==> config.mk <==
export PLATFORM = sky130hd
export DESIGN_NAME = div_ctrl
export DESIGN_NICKNAME = d
export VERILOG_FILES = /design/src/rtl/div_ctrl_pkg.sv /design/src/rtl/div_ctrl.sv
export SDC_FILE = /design/constraint.sdc
export NUM_CORES = 1
export LEC_CHECK = 0
export CAP_MARGIN = 20
export CELL_PAD_IN_SITES_DETAIL_PLACEMENT = 2
export CELL_PAD_IN_SITES_GLOBAL_PLACEMENT = 2
export CORE_ASPECT_RATIO = 1.75
export CORE_MARGIN = 3
export CORE_UTILIZATION = 25
export CTS_BUF_LIST = sky130_fd_sc_hd__clkbuf_8
export DETAILED_ROUTE_END_ITERATION = 10
export GPL_ROUTABILITY_DRIVEN = 0
export GPL_TIMING_DRIVEN = 0
export PLACE_DENSITY_LB_ADDON = 0.1
export SLEW_MARGIN = 20
export SYNTH_ARGS = -nofsm -noshare
export SYNTH_HDL_FRONTEND = slang
export SYNTH_SLANG_ARGS = --single-unit
==> constraint.sdc <==
create_clock -name clk -period 2 [get_ports clk]
set_input_delay 0.2 -clock clk [delete_from_list [all_inputs] [get_ports clk]]
set_output_delay 0.2 -clock clk [all_outputs]
set_load 0.01 [all_outputs]
==> src/rtl/div_ctrl_pkg.sv <==
// ---------------------------------------------------------------------------
// div_ctrl_pkg: state encoding and widths shared by the divider sequencer.
// rev 1.0
// ---------------------------------------------------------------------------
`default_nettype none

package div_ctrl_pkg;

  typedef enum logic [1:0] {
    DC_IDLE  = 2'd0,
    DC_RUN   = 2'd1,
    DC_HOLD  = 2'd2,
    DC_DRAIN = 2'd3
  } dc_state_e;

  localparam int DIV_RESULT_W = 64;
  localparam int DIV_OP_W     = 32;

endpackage

`default_nettype wire

==> src/rtl/div_ctrl.sv <==
// ---------------------------------------------------------------------------
// div_ctrl: EX-stage sequencer driving the iterative divider start/cancel
// handshake, holding the HI/LO result until EX advances. rev 1.0
// ---------------------------------------------------------------------------
`default_nettype none

module div_ctrl
  import div_ctrl_pkg::*;
#(
  parameter int TIMEOUT = 64
) (
  input  logic                    clk,
  input  logic                    rst_n,
  input  logic                    div_req_i,
  input  logic                    signed_i,
  input  logic [DIV_OP_W-1:0]     opa_i,
  input  logic [DIV_OP_W-1:0]     opb_i,
  input  logic                    flush_i,
  input  logic                    ex_stall_i,
  output logic                    div_start_o,
  output logic                    div_cancel_o,
  output logic                    div_signed_o,
  output logic [DIV_OP_W-1:0]     div_opa_o,
  output logic [DIV_OP_W-1:0]     div_opb_o,
  input  logic [DIV_RESULT_W-1:0] div_result_i,
  input  logic                    div_ready_i,
  output logic                    stall_req_o,
  output logic                    hilo_we_o,
  output logic [DIV_OP_W-1:0]     hi_o,
  output logic [DIV_OP_W-1:0]     lo_o,
  output logic                    timeout_o
);

  localparam int              CNT_W    = (TIMEOUT > 1) ? $clog2(TIMEOUT) : 1;
  localparam logic [CNT_W-1:0] CNT_LAST = CNT_W'(TIMEOUT - 1);

  if (TIMEOUT < 40) begin : g_bad_timeout
    $error("div_ctrl: TIMEOUT must be at least 40");
  end

  dc_state_e               state;
  logic [CNT_W-1:0]        wd_cnt;
  logic                    drain_cnt;
  logic [DIV_RESULT_W-1:0] result;
  logic                    wd_last;

  assign wd_last = (wd_cnt == CNT_LAST);

  always_ff @(posedge clk or negedge rst_n) begin
    if (!rst_n) begin
      state        <= DC_IDLE;
      wd_cnt       <= '0;
      drain_cnt    <= 1'b0;
      result       <= '0;
      div_signed_o <= 1'b0;
      div_opa_o    <= '0;
      div_opb_o    <= '0;
    end else begin
      unique case (state)
        DC_IDLE: begin
          if (div_req_i && !flush_i) begin
            if (opb_i != '0) begin
              div_signed_o <= signed_i;
              div_opa_o    <= opa_i;
              div_opb_o    <= opb_i;
              wd_cnt       <= '0;
              state        <= DC_RUN;
            end else begin
              // Zero divisor never reaches the divider; HI/LO read back as 0.
              result <= '0;
              state  <= DC_HOLD;
            end
          end
        end
        DC_RUN: begin
          wd_cnt <= wd_cnt + CNT_W'(1);
          if (flush_i) begin
            drain_cnt <= 1'b0;
            state     <= DC_DRAIN;
          end else if (div_ready_i) begin
            result <= div_result_i;
            state  <= DC_HOLD;
          end else if (wd_last) begin
            drain_cnt <= 1'b0;
            state     <= DC_DRAIN;
          end
        end
        DC_HOLD: begin
          if (flush_i || !ex_stall_i) begin
            state <= DC_IDLE;
          end
        end
        DC_DRAIN: begin
          // Two cancel cycles cover both the ON->FREE and ZERO->END->FREE exits.
          if (drain_cnt) begin
            state <= DC_IDLE;
          end else begin
            drain_cnt <= 1'b1;
          end
        end
      endcase
    end
  end

  assign div_start_o  = (state == DC_RUN);
  assign div_cancel_o = (state == DC_DRAIN);
  assign hilo_we_o    = (state == DC_HOLD) && !flush_i;
  assign timeout_o    = (state == DC_RUN) && !flush_i && !div_ready_i && wd_last;
  assign hi_o         = result[DIV_RESULT_W-1:DIV_OP_W];
  assign lo_o         = result[DIV_OP_W-1:0];

  always_comb begin
    stall_req_o = 1'b0;
    if (rst_n) begin
      unique case (state)
        DC_IDLE: stall_req_o = div_req_i && !flush_i;
        DC_RUN:  stall_req_o = 1'b1;
        default: stall_req_o = 1'b0;
      endcase
    end
  end

endmodule

`default_nettype wire
Word-level counts from Yosys, hierarchy flattened
Index checks and enable logic that the tools add are counted.

storage, ports and cells
  bits in registers = 138
  bits in latches = 0
  RAM bits = 0
  bits in read-only memories = 0
  input bits = 135
  output and inout bits = 134
  word-level logic and storage cells = 62
  memories kept = 0

cells by class
  add/subtract/negate cells = 1
  multipliers = 0
  divide/modulo/power cells = 0
  $lt $le $gt $ge = 0
  equal/unequal tests = 14
  shifts and indexed selects = 0
  muxes and demuxes = 22
  bitwise gates (word level) = 0
  reduce and logical (&&, ||, !) cells = 18

operators with widths
  cell                                           number
  two-way mux 64 bit                             4
  one-hot mux 64 bit (2 select lines)            1
  nonzero test 32 bit                            1
  two-way mux 2 bit                              7
  two-way mux 6 bit                              2
  one-hot mux 6 bit (2 select lines)             1
  != test 2 bit, second input constant           5
  AND reduction 3 bit                            3
  one-hot mux 2 bit (4 select lines)             1
  adder 6 x 1 -> 6 bit, second input constant    1
  == test 6 bit, second input constant           1
  logical AND 1 bit                              5
  AND reduction 5 bit                            1
  == test 2 bit, second input constant           2
  two-way mux 1 bit                              4
  != test 2 x 1 -> 1 bit, second input constant  2
  != test 4 x 2 -> 1 bit, second input constant  1
  one-hot mux 1 bit (2 select lines)             2
  AND reduction 4 bit                            1
  nonzero test 2 bit                             2
  logical NOT 1 bit                              3
  != test 3 x 2 -> 1 bit, second input constant  1
  != test 3 bit, second input constant           1
  == test 2 x 1 -> 1 bit, second input constant  1
  other kinds (2)                                2

Logic depth before layout (Yosys ltp)
  word-level depth = 5
  gate-level depth with buffers = 9
  mapped depth without buffers = 5

Worst setup path after synthesis
No wires, ideal clock.

  path kind = flip-flop to flip-flop
  from = register state[0]
  to = register div_opa_o[0]
  data arrival time = 1.435 ns
  data required time = 1.875 ns
  setup slack = 0.440 ns
  stages on the path, launching flop included = 8
  buffers on the path = 3
  clock period less this slack = 1.560 ns
  cell sequence = dfrtp_1 > buf_2 > nor2_1 > nand3_1 > a21oi_2 > buf_6 > buf_6 > mux2_4

between the ends
  cells in the longest elaborated chain, start to end = 2

ends and longest elaborated chain
  item                                  RTL line        source
  start: declaration                    div_ctrl.sv:41  dc_state_e state;
  start signal: assignment              div_ctrl.sv:51  state <= DC_IDLE;
  start signal: assignment              div_ctrl.sv:67  state <= DC_RUN;
  start signal: assignment              div_ctrl.sv:71  state <= DC_HOLD;
  logical NOT 2 bit                     div_ctrl.sv:59  unique case (state)
  AND reduction 3 bit (no source line)  n/a
  end signal: assignment                div_ctrl.sv:64  div_opa_o <= opa_i;
  end: declaration                      div_ctrl.sv:23  output logic [DIV_OP_W-1:0] div_opa_o,

Every way passes these cells.
A chain may end at the register's enable or synchronous reset.

Worst setup path after layout
  from = register state[0]
  to = register div_opa_o[8]

The elaborated chain is that of the path after synthesis.

==> results.py <==
metrics = {
    "synth": {
        "synth_simple_gate_area_share": 0.136,
        "yosysMostFrequentCell": "dfrtp_1",
        "yosys.area.top_type_share": 0.609,
        "syn-instance-count": 491,
        "synth-seq-area-share": 0.609,
        "synth_compound_area_frac": 0.0771,
        "ys_warn_count": 0,
        "ys_ff_latch": 138,
        "synth_xor_area_frac": 0,
        "synth_top_area_cell": "dfrtp_1",
        "synth_mux_area_frac": 0.139,
        "ys_types": 40,
        "netlist_top_cells_area": "dfrtp_1 61%, nand2_1 9.1%, mux2_2 5.8%",
        "synthArstFlopShare": 1.00,
        "synth_edf_count": 0,
        "synth_ff_type": "dfrtp_1",
        "synthAdderAreaFrac": 0.00221,
        "avgSynthCellArea_um2": 11.5,
        "syn-num-nets": 627,
        "netlist_area_mm2": 0.00567,
        "synth_top_family_by_area": "multiplexers",
        "ys_top_cells_by_count": "138 x dfrtp_1, 137 x nand2_1, 65 x o21ai_0, 29 x mux2_2, 21 x mux2_1",
    },
    "detailed_routing": {
        "via_per_inst": 4.51,
        "vias": 4911,
        "drt_iter0_drc": 124,
        "firstDrtPassIters": 4,
        "wire_per_inst_um": 19.8,
        "wl_um": 21600,
        "drc": 0,
        "detail-route-antenna-nets": 0,
    },
    "placed_design": {
        "portBuffers": 268,
        "placed_area_mm2": 0.00875,
        "dp_hpwl_um": 16800,
        "place_ws_ns": -0.534,
    },
    "cts": {
        "cts.path.max_buffers": 2,
        "clk_pin_slew_worst_paths_ns": 0.08,
        "cts_tree": "done",
        "cts.sink_count": 138,
        "cts_root_buf": "clkbuf_8",
        "htree_levels": 4,
        "clock_latency_ns": 0.46,
        "cts_buffers": 17,
    },
    "grt": {
        "grt_first_pass_wirelength_um": 33500,
        "track_usage": 0.180,
        "grt_pass1_vias": 5830,
        "grt_overflow": 0,
        "antenna_found_initial": 0,
        "grt_max_degree": 74,
    },
    "sta": {
        "fin_skew_ns": 0.0146,
        "min_period_over_period": 0.933,
        "rsz0062_at_grt": "false",
        "fin_setup_tns_ns": 0,
        "setup_viol": 0,
        "period_minus_slack_ns": 1.87,
        "fmaxAchievable_mhz": 536,
        "finalWorstSetupSlack_ns": 0.133,
        "slew_headroom": 0.638,
        "whs_ns": -0.318,
        "finalHoldViolations": 65,
        "worst_slew_pin_slew_ns": 0.543,
        "drv_slew": 0,
    },
    "worst_setup_path": {
        "worstPathRequired_ns": 2.34,
        "critical_path_class": "flop to flop",
        "critPathLaunchType": "flop",
        "critPathTopFamily": "buffers and inverters",
        "cpPeakStageDelay_ns": 0.36,
        "crit_path_end_kind": "flop",
        "slowest_stage": "dfrtp_1",
        "critPathBufInv": 3,
        "crit_top_cell": "buf_6",
        "crit_chain": "buf_2, nor2_1, nand3_1, a21oi_2, buf_6, buf_6, mux2_4",
        "arrival_ns": 2.20,
        "path_max_fanout": 10,
    },
    "floorplanning": {
        "dieWidth_um": 120,
        "io-pin-count": 269,
        "die_area_mm2": 0.0246,
        "start_util": 0.256,
        "core_mm2": 0.0222,
        "die_height_um": 205,
        "row_count": 72,
    },
    "layout": {
        "final_area_mm2": 0.00920,
        "fin_nets": 917,
        "antenna_cells": 0,
        "area_growth_pct": 62.3,
        "layout-drive-gt1-share": 0.150,
    },
    "pwr": {
        "powerDensity_mw_per_mm2": 1480,
        "ir_worst_vdd_mv": 0.658,
        "p_leak_nw": 3.93,
    },
    "hold_path": {
        "holdCritPathClass": "primary input to asynchronous set/reset pin",
    },
    "run_status": {
        "status": "complete, but fails checks",
        "failed_checks": "hold timing",
    },
    "run": {
        "cap_violations": 0,
    },
}
-- worst reg2reg max path, delay by kind of cell, from the launching register on --
kind	cells	cell delay, ns
flip-flops	1	0.36
AO/OA/AOI/OAI	1	0.28
AND/OR/NAND/NOR	2	0.24
buffers and inverters	3	0.57
multiplexers	1	0.31
-- metal layers --
layer | share of wire | up-vias | track usage
li1 | - | 2235 | -
met1 | 0.32 | 2479 | 0.165
met2 | 0.59 | 171 | 0.359
met3 | 0.067 | 26 | 0.0622
met4 | 0.023 | 0 | 0.0639
met5 | 0 | - | 0
-- repair_timing --
| action | CTS | global route |
|---|---|---|
| endpoints found under the hold margin | 65 | 65 |
| setup buffers | 0 | 2 |
| endpoints found under the setup margin | 6 | 4 |
| gates resized for setup | 12 | 4 |
-- cells in the final DEF (no fill, tap or decap), types with 2 or more instances in the layout --
cell             instances
clkdlybuf4s50_1        262
nor2b_1                  3
inv_1                    6
buf_4                    4
buf_6                    7
o21ai_1                  5
clkbuf_2                 6
clkinv_2                 3
mux2_1                  21
nor3b_1                  2
nand2_1                137
mux2_2                  29
dlygate4sd2_1            3
nor4_2                   4
clkbuf_8                20
nand3_1                  5
a21o_1                   3
nor4_1                   5
o21ai_0                 65
nor2_1                   3
and3_1                   4
buf_2                   16
dfrtp_1                136
mux2_4                  15
bufinv_16                3
nand2b_1                 2
dfrtp_2                  2
-- final cells by class --
| cell class | count | area (um2) |
|---|---|---|
| sequential | 138 | 3460 |
| buffer | 30 | 199 |
| fill | 2364 | 13000 |
| multi-input combinational | 321 | 2030 |
| inverter | 2 | 15.0 |
| clock inverter | 12 | 133 |
| tap | 296 | 370 |
| clock buffer | 20 | 275 |
| timing repair buffer | 271 | 2720 |
-- kinds of logic after synthesis --
kind of cell    count (synthesis)
simple gates                  174
flops                         138
compound gates                 81
mux                            65
buf+inv                        32
fa+ha+maj                       1
-- sequential cells by signal, indices dropped and copies added (netlist names) --
signal / cells
result: 64
div_opa_o: 32
drain_cnt: 1
div_opb_o: 32
state: 2
wd_cnt: 6
div_signed_o: 1
-- power breakdown --
group / leakage (nW) / internal, mW / switching (mW)
combinational: 2.02 / 3.57 / 2.60
clock: 0.229 / 1.31 / 1.11
sequential: 1.68 / 4.21 / 0.823
total: 3.93 / 9.08 / 4.53
-- worst paths after layout --
kind	startpoint	end	slack, ns	cells past startpoint
worst min register to register	div_opb_o[31]	div_opb_o[31]	0.50	1
max in group asynchronous	rst_n	result[14]	1.51	2
worst max-delay path	state[0]	div_opa_o[8]	0.13	7
min in group clk	div_result_i[31]	result[31]	0.29	3
worst min-delay path	rst_n	div_opa_o[6]	-0.32	1
worst max register to register	state[0]	div_opa_o[8]	0.13	7
-- metrics by stage --
step                      utilization  hold WS (ns)  cells  total power, mW
final                           0.415        -0.318   1090             13.6
after global routing            0.415        -0.306   1090             14.6
after CTS                       0.414        -0.324   1088             13.9
after detailed placement        0.395         0.209   1056             11.3
after global placement          0.393         0.476   1055             11.0
after floorplan                     -       -0.0956    491             7.30
Power figures use the tool's default switching activity.
